$ cat config.mk
export PLATFORM = sky130hd
export DESIGN_NAME = ntt8_naive_core
export DESIGN_NICKNAME = d
export VERILOG_FILES = /design/src/rtl/ntt_pkg.sv /design/src/rtl/ntt_mod_mac.sv /design/src/rtl/ntt8_naive_core.sv
export SDC_FILE = /design/constraint.sdc
export NUM_CORES = 1
export LEC_CHECK = 0
export ABC_AREA = 1
export CAP_MARGIN = 20
export CORE_ASPECT_RATIO = 0.5
export CORE_MARGIN = 4
export CORE_UTILIZATION = 35
export CTS_CLUSTER_DIAMETER = 40
export DETAILED_ROUTE_END_ITERATION = 6
export PLACE_DENSITY_LB_ADDON = 0.2
export SLEW_MARGIN = 10
export SYNTH_ARGS = -nofsm -noshare
export SYNTH_HDL_FRONTEND = slang
export SYNTH_SLANG_ARGS = --single-unit
$ cat constraint.sdc
create_clock -name clk -period 37.1 [get_ports clk]
set_clock_uncertainty 0.2 [all_clocks]
set_input_delay 7.42 -clock clk [delete_from_list [all_inputs] [get_ports clk]]
set_output_delay 7.42 -clock clk [all_outputs]
set_load 0.05 [all_outputs]
$ cat src/rtl/ntt_pkg.sv
// Shared types and constants for the naive FNTT datapath
// (omega generator and the NTT compute core).
package ntt_pkg;

  localparam int W = 8;
  localparam int N = 8;

  typedef enum logic [1:0] {
    ST_IDLE,
    ST_LOAD,
    ST_COMPUTE,
    ST_EMIT
  } ntt_state_t;

  typedef logic [W-1:0] word_t;
  typedef word_t [N-1:0] twiddle_tbl_t;

endpackage

$ cat src/rtl/ntt_mod_mac.sv
// Combinational modular multiply-accumulate: (acc + (x*w mod q)) reduced to [0, q).
// acc is always < q, so a single conditional subtract finishes the reduction.
module ntt_mod_mac #(
  parameter int W = 8
) (
  input  logic [W-1:0] acc,
  input  logic [W-1:0] x,
  input  logic [W-1:0] w,
  input  logic [W-1:0] q,
  output logic [W-1:0] sum
);

  localparam int PW = 2 * W;

  logic [PW-1:0] prod;
  logic [W-1:0]  prod_red;
  logic [W:0]    raw;

  assign prod     = PW'(x) * PW'(w);
  assign prod_red = W'(prod % PW'(q));
  assign raw      = {1'b0, acc} + {1'b0, prod_red};

  // NOTE: assigning sum before the if gives every path a value, so no latch is inferred.
  always_comb begin
    sum = raw[W-1:0];
    if (raw >= {1'b0, q}) begin
      sum = W'(raw - {1'b0, q});
    end
  end

endmodule

$ cat src/rtl/ntt8_naive_core.sv
// Sequential 8-point naive NTT: loads 8 samples, runs one modular MAC per cycle,
// and streams the 8 bins X[k] = sum_j x[j]*omega^(j*k) mod q out over valid/ready.
module ntt8_naive_core #(
  parameter int N = 8,
  parameter int W = 8
) (
  input  logic                  clk,
  input  logic                  rst_n,
  input  logic                  start,
  input  logic [W-1:0]          mod,
  input  logic [N-1:0][W-1:0]   omegas,
  input  logic                  in_valid,
  output logic                  in_ready,
  input  logic [W-1:0]          in_data,
  output logic                  out_valid,
  input  logic                  out_ready,
  output logic [W-1:0]          out_data,
  output logic [2:0]            out_index,
  output logic                  busy,
  output logic                  done,
  output logic                  err
);

  import ntt_pkg::*;

  localparam logic [2:0] LAST = 3'(N - 1);

  ntt_state_t           state;
  logic [W-1:0]         q_r;
  logic [N-1:0][W-1:0]  tbl;
  logic [N-1:0][W-1:0]  x_buf;
  logic [2:0]           j;
  logic [2:0]           k;
  logic [W-1:0]         acc;
  logic [W-1:0]         mac_out;
  logic [W-1:0]         x_red;
  logic [2:0]           tw_idx;

  // Twiddle exponent j*k wraps mod 8 because omega has order 8.
  assign tw_idx = j * k;
  assign x_red  = in_data % q_r;

  ntt_mod_mac #(.W(W)) u_mac (
    .acc (acc),
    .x   (x_buf[j]),
    .w   (tbl[tw_idx]),
    .q   (q_r),
    .sum (mac_out)
  );

  // NOTE: all state uses non-blocking assignments so every register samples pre-edge values.
  // NOTE: sample buffer and twiddle table are reset too, so an aborted run leaves nothing behind.
  always_ff @(posedge clk or negedge rst_n) begin
    if (!rst_n) begin
      state     <= ST_IDLE;
      q_r       <= '0;
      tbl       <= '0;
      x_buf     <= '0;
      j         <= '0;
      k         <= '0;
      acc       <= '0;
      in_ready  <= 1'b0;
      out_valid <= 1'b0;
      out_data  <= '0;
      out_index <= '0;
      busy      <= 1'b0;
      done      <= 1'b0;
      err       <= 1'b0;
    end else begin
      done <= 1'b0;
      err  <= 1'b0;
      case (state)
        ST_IDLE: begin
          if (start) begin
            if (mod >= W'(2)) begin
              q_r      <= mod;
              tbl      <= omegas;
              j        <= '0;
              k        <= '0;
              in_ready <= 1'b1;
              busy     <= 1'b1;
              state    <= ST_LOAD;
            end else begin
              err <= 1'b1;
            end
          end
        end
        ST_LOAD: begin
          if (in_valid && in_ready) begin
            x_buf[j] <= x_red;
            j        <= j + 3'd1;
            if (j == LAST) begin
              j        <= '0;
              k        <= '0;
              acc      <= '0;
              in_ready <= 1'b0;
              state    <= ST_COMPUTE;
            end
          end
        end
        ST_COMPUTE: begin
          acc <= mac_out;
          j   <= j + 3'd1;
          if (j == LAST) begin
            out_data  <= mac_out;
            out_index <= k;
            out_valid <= 1'b1;
            state     <= ST_EMIT;
          end
        end
        ST_EMIT: begin
          if (out_ready) begin
            out_valid <= 1'b0;
            if (k == LAST) begin
              busy  <= 1'b0;
              done  <= 1'b1;
              state <= ST_IDLE;
            end else begin
              k     <= k + 3'd1;
              j     <= '0;
              acc   <= '0;
              state <= ST_COMPUTE;
            end
          end
        end
        default: state <= ST_IDLE;
      endcase
    end
  end

endmodule

Word-level counts from Yosys, hierarchy flattened. Cells that the tools add are included.

Bits in latches: 0. Bits in registers: 168. ROM bits: 0. RAM bits: 0. Input bits: 85. Memories kept: 0. Output and inout port bits: 16.

Multiplexer cells: 50. Equality and inequality tests: 13. Order comparisons: 5. Reductions and logical operators: 18. Bitwise operators: 0. Shifts and indexed selects: 0. Multipliers: 2. Divide/modulo/power cells: 2. $add $sub $neg: 4.

Operators by type and width (number): bitwise mux 64 bit (1); two-way mux 8 bit (8); binary-select mux 8 bit (select 3 bit) (2); two-way mux 3 bit (10); demux 8 bit (select 3 bit) (1); one-hot mux 8 bit (3 select lines) (1); AND reduction 5 bit (4); remainder unit 16 x 8 -> 16 bit (1); multiplier 8 x 8 -> 16 bit (1); != test 2 bit (second input constant) (8); two-way mux 1 bit (14); two-way mux 2 bit (7); one-hot mux 3 bit (4 select lines) (1); adder 8 x 8 -> 9 bit (1); >= comparator 9 x 8 -> 1 bit (1); one-hot mux 3 bit (3 select lines) (1); >= comparator 8 x 2 -> 1 bit (second input constant) (1); less-than comparator 3 x 4 -> 1 bit (second input constant) (2); remainder unit 8 x 8 -> 8 bit (1); one-hot mux 2 bit (4 select lines) (1); subtractor 8 bit (1); AND reduction 7 bit (1); adder 3 x 1 -> 3 bit (second input constant) (2); == test 3 bit (second input constant) (2); other kinds (12) (21).

Depth between registers and ports, before layout.
Depth in word-level cells: 9. Depth in mapped cells: 265.

Hierarchy. A second synthesis with hierarchy kept.

Cell total of the unflattened synthesis: 2464. Area total of the unflattened synthesis: 18017.3 sq um.

By module, submodules not included: ntt8_naive_core (area an instance 9598.0 sq um, cells an instance 1123, times used 1); ntt_mod_mac (area an instance 8419.3 sq um, cells an instance 1341, times used 1).

Worst setup path after synthesis. Ideal clock, no wire load.

Kind: flip-flop to flip-flop. From: register j[0]. To: register acc[0]. Arrival time: 33.729 ns. Library setup time: 0.150 ns. Data required time: 36.750 ns. Slack: 3.021 ns. Buffers on the path: 11. Cell stages (with the launch flop): 253. Cell sequence: dfrtp_1 clkbuf_1 nand2_1 inv_1 ha_1 xnor2_1 inv_1 or2_2 nand2_1 clkbuf_1 nand2_1 a311oi_1 a31oi_1 or2_2 fa_1 inv_1 fa_1 fa_1 [... 217 more ...] buf_6 o21ai_2 ha_1 inv_1 fa_1 xnor2_1 ha_1 a21oi_1 o21ai_0 a21oi_1 o21a_1 nor2_1 o21a_1 o21ai_0 nand3_1 clkbuf_1 o21ai_0 o22ai_1.

Longest elaborated chain between the ends: 9. Elaborated cells on any way between the ends: 15. Those cells by class: add/sub: 2; mul: 2; div: 1; order compare: 1; eq/ne: 2; mux: 6; reduce/logical: 1.

RTL lines: start, declared (line ntt8_naive_core.sv:32) `logic [2:0] j;`; start signal, assigned (line ntt8_naive_core.sv:91) `j <= j + 3'd1;`; start signal, assigned (line ntt8_naive_core.sv:103) `j <= j + 3'd1;`; multiplier 3 x 3 -> 3 bit (line ntt8_naive_core.sv:40) `assign tw_idx = j * k;`; binary-select mux 8 bit (select 3 bit) (line ntt8_naive_core.sv:46) `.w (tbl[tw_idx]),`; two-way mux 8 bit (implied by the code) (line ntt8_naive_core.sv:46); multiplier 8 x 8 -> 16 bit (line ntt_mod_mac.sv:19) `assign prod = PW'(x) * PW'(w);`; remainder unit 16 x 8 -> 16 bit (line ntt_mod_mac.sv:20) `assign prod_red = W'(prod % PW'(q));`; adder 8 x 8 -> 9 bit (line ntt_mod_mac.sv:21) `assign raw = {1'b0, acc} + {1'b0, prod_red};`; subtractor 8 bit or >= comparator 9 x 8 -> 1 bit (tied branches) (line ntt_mod_mac.sv:27, ntt_mod_mac.sv:26); two-way mux 8 bit (line ntt_mod_mac.sv:26) `if (raw >= {1'b0, q}) begin`; one-hot mux 8 bit (3 select lines) (line ntt8_naive_core.sv:72) `case (state)`; end signal, assigned (line ntt8_naive_core.sv:102) `acc <= mac_out;`; end, declared (line ntt8_naive_core.sv:34) `logic [W-1:0] acc;`.

Parallel ways exist; a longest one is shown, timed or not. The select of a mux whose other input is x is not followed. A chain may end at the register's enable or synchronous reset.

Worst setup path in the final report.
From: register k[0]. To: register out_data[5].

Longest elaborated chain between the ends: 8. Elaborated cells on any way between the ends: 9. Those cells by class: add/sub: 2; mul: 2; div: 1; order compare: 1; mux: 3.

RTL lines: start, declared (line ntt8_naive_core.sv:33) `logic [2:0] k;`; start signal, assigned (line ntt8_naive_core.sv:119) `k <= k + 3'd1;`; multiplier 3 x 3 -> 3 bit (*) (line ntt8_naive_core.sv:40); binary-select mux 8 bit (select 3 bit) (*) (line ntt8_naive_core.sv:46); two-way mux 8 bit (implied by the code) (*) (line ntt8_naive_core.sv:46); multiplier 8 x 8 -> 16 bit (*) (line ntt_mod_mac.sv:19); remainder unit 16 x 8 -> 16 bit (*) (line ntt_mod_mac.sv:20); adder 8 x 8 -> 9 bit (*) (line ntt_mod_mac.sv:21); subtractor 8 bit or >= comparator 9 x 8 -> 1 bit (tied branches) (line ntt_mod_mac.sv:27, ntt_mod_mac.sv:26); two-way mux 8 bit (*) (line ntt_mod_mac.sv:26); end signal, assigned (line ntt8_naive_core.sv:105) `out_data <= mac_out;`; end, declared (line ntt8_naive_core.sv:17) `output logic [W-1:0] out_data,`.

Mark *: on every way between the ends. The rest lies on a longest branch, timed or not. The select of a mux whose other input is x is not followed.

==> flow_summary.json <==
{
  "outcome": "complete, no violations",
  "grt_overflow": 0,
  "worstSetupPathType": "flip-flop to flip-flop",
  "muxShareOfSynthArea_pct": 4.385,
  "dieArea_mm2": 0.05290,
  "grt_pass1_wl_mm": 72.12,
  "portBuffers": 100,
  "h-tree-depth": 4,
  "min_path_cells": 2,
  "min_period_ps": 34160,
  "drt_wl_total_mm": 44.96,
  "drt_iter0_drc": 771,
  "drc": 0,
  "critPathMaxStageDelay_ps": 570,
  "worst_slew_pin_slew_ps": 1040,
  "vias_per_cell": 4.896,
  "clkSinkCount": 168,
  "clock_latency_ps": 430,
  "synth_top_area_share_pct": 24.47,
  "grt_pass1_vias": 14160,
  "cp_common_cell": "nand2_1",
  "crit_required_ps": 37180,
  "fmax_mhz": 29.27,
  "wire_per_inst_um": 14.64,
  "hp-start": "x_buf[59]",
  "reg2regPathDepth": 251,
  "fin_util_pct": 41.92,
  "core.rowCount": 57,
  "synth_top_family_by_area": "simple AND/OR/NAND/NOR gates",
  "seq_area_frac_synth_pct": 24.47,
  "grt_max_degree": 71,
  "root_buffer": "clkbuf_16",
  "crit_family": "compound AO/OA/AOI/OAI gates",
  "dpl.hpwl_mm": 34.00,
  "firstDrtPassIters": 5,
  "die_x_um": 321.3,
  "synthTopCellsByCount": "nand2_1, inv_1, ha_1",
  "min_path_type": "flip-flop to flip-flop",
  "syn_area_mm2": 0.01718,
  "reg2reg_setup_slack_ps": 2940,
  "synth_top_area_cell": "dfrtp_1",
  "setup_viol": 0,
  "dr_total_vias": 15040,
  "cp-end-kind": "flip-flop",
  "avgSynthCellArea_um2": 7.561,
  "ys_ff_latch": 168,
  "fin_crit_sh_pct": 92.08,
  "whs_endpoint": "x_buf[59]",
  "netlist_instances": 2272,
  "postRouteAntennaNets": 0,
  "arrival_ps": 34240,
  "cts_made_buffers": 17,
  "synth_compound_area_share_pct": 14.92,
  "cts_max_path_buffers": 2,
  "grtUsageTotal_pct": 16.65,
  "synth_cell_types": 60,
  "drive_above_1_share_pct": 14.53,
  "synth_edf_count": 0,
  "core_mm2": 0.04850,
  "start_util_pct": 35.42,
  "yosys_warnings": 0,
  "start_kind": "flip-flop",
  "worst_slack_ps": 2937,
  "synth_area_leaders": "dfrtp_1, ha_1, nand2_1",
  "crit_path_top_delay_cell": "fa_1",
  "cap_violations": 0,
  "timing.critical_path.buf_inv": 40,
  "synth_most_common_cell": "nand2_1",
  "crit_fanout": 17,
  "synth_xor_area_share_pct": 5.558,
  "path_clk_slew_ps": 70,
  "crit_cells": 251,
  "routabilityCongestion": 0.8400,
  "cts_tree": "done",
  "ys.flop_type": "dfrtp_1",
  "slew_viol_final": 0,
  "synthesis.nets": 2599,
  "dp_slack_ps": -315.7,
  "antenna_found_initial": 0,
  "pin_count": 101,
  "fin_nets": 2738,
  "synth-async-reset-ratio_pct": 100.0,
  "synth-adder-area-share_pct": 19.38,
  "max_slew_margin_pct": 30.18,
  "synthSimpleGateAreaFrac_pct": 23.22,
  "die_y_um": 164.7,
  "hold_violations": 0,
  "area_growth_syn_to_layout_pct": 18.34,
  "r2r-start": "k[0]",
  "r2r_end": "out_data[5]"
}
==> stage by stage <==
| stage | cells | cell area, µm² | setup TNS (ps) | hold WS, ps |
|---|---|---|---|---|
| finish | 3072 | 20330 | 0 | 286.1 |
| global route | 3071 | 20330 | -2810 | 304.9 |
| CTS | 3023 | 19530 | 0 | 284.5 |
| detailed placement | 2993 | 18940 | -3091 | 267.2 |
| global placement | 2992 | 18930 | 0 | 263.3 |
| floorplan | 2272 | 17180 | 0 | 245.7 |
==> final cells by class <==
type                            instances  area, µm²
Antenna cell                            1      2.502
Clock buffer                           19      452.9
Clock inverter                         11      115.1
Fill cell                            5009      28170
Inverter                              313       1205
Multi-Input combinational cell       1746      12030
Sequential cell                       168       4209
Tap cell                              649      812.0
Timing Repair Buffer                  164       1499
Timing Repair inverter                  1      7.507
==> worst min-delay path, delay by kind of cell, from the launching register on <==
| kind | cells | cell delay [ps] |
|---|---|---|
| flip-flops | 1 | 340 |
| AO/OA/AOI/OAI | 1 | 60 |
| AND/OR/NAND/NOR | 1 | 50 |
==> worst max-delay path by stage <==
stage	startpoint	to	slack (ps)
floorplan	j[0]	acc[0]	3020
global placement	j[0]	acc[2]	400
detailed placement	j[0]	out_data[2]	-320
CTS	j[0]	out_data[5]	50
global route	k[0]	out_data[5]	-260
finish	k[0]	out_data[5]	2940
==> kinds of logic (layout without fill, tap and decap cells) <==
family,Yosys count,in the layout
AO/OA/AOI/OAI,431,431
XOR/XNOR,109,109
adder cells (fa/ha/maj),242,242
buffers and inverters,360,508
flip-flops,168,168
multiplexers,67,67
other,0,1
AND/OR/NAND/NOR,895,897
==> registers in the layout, indices dropped and copies added (netlist names) <==
signal and cells:
done 1, j 3, out_index 3, acc 8, k 3, tbl 64
q_r 8, state 2, out_valid 1, busy 1, x_buf 64, err 1
in_ready 1, out_data 8
==> per-layer routing <==
layer  part of all wire, %  vias to the layer above  track usage (%)
li1                      -                     7814                -
met1                    50                     7029            23.15
met2                    47                      170            28.77
met3                   2.2                       26            1.372
met4                  0.99                        0            3.020
met5                     0                        -                0
==> what timing repair did <==
item / in CTS / in global routing
setup endpoints to repair: 14 / 16
buffers inserted: 0 / 45
resized for setup: 7 / 112
hold buffers: 0 / 0
gates cloned: 0 / 3
pin swaps: 0 / 31
==> cell usage in the layout (no fill, tap or decap), types with 14 or more instances in the layout <==
master	instances
a21o_1	34
a21oi_1	75
buf_4	62
clkbuf_16	17
clkdlybuf4s50_1	99
dfrtp_1	164
fa_1	38
ha_1	192
inv_1	293
mux2_2	66
nand2_1	479
nand2_2	30
nand3_1	89
nand4_1	19
nor2_1	150
nor2_2	20
nor3_1	28
o21ai_0	169
o21ai_1	27
o21bai_1	14
o22ai_1	25
or2_2	22
xnor2_1	54
xor2_1	54
Power is left out: the tool's default activity adds up to more than one toggle a clock period on the data nets, which glitch-free logic cannot reach.
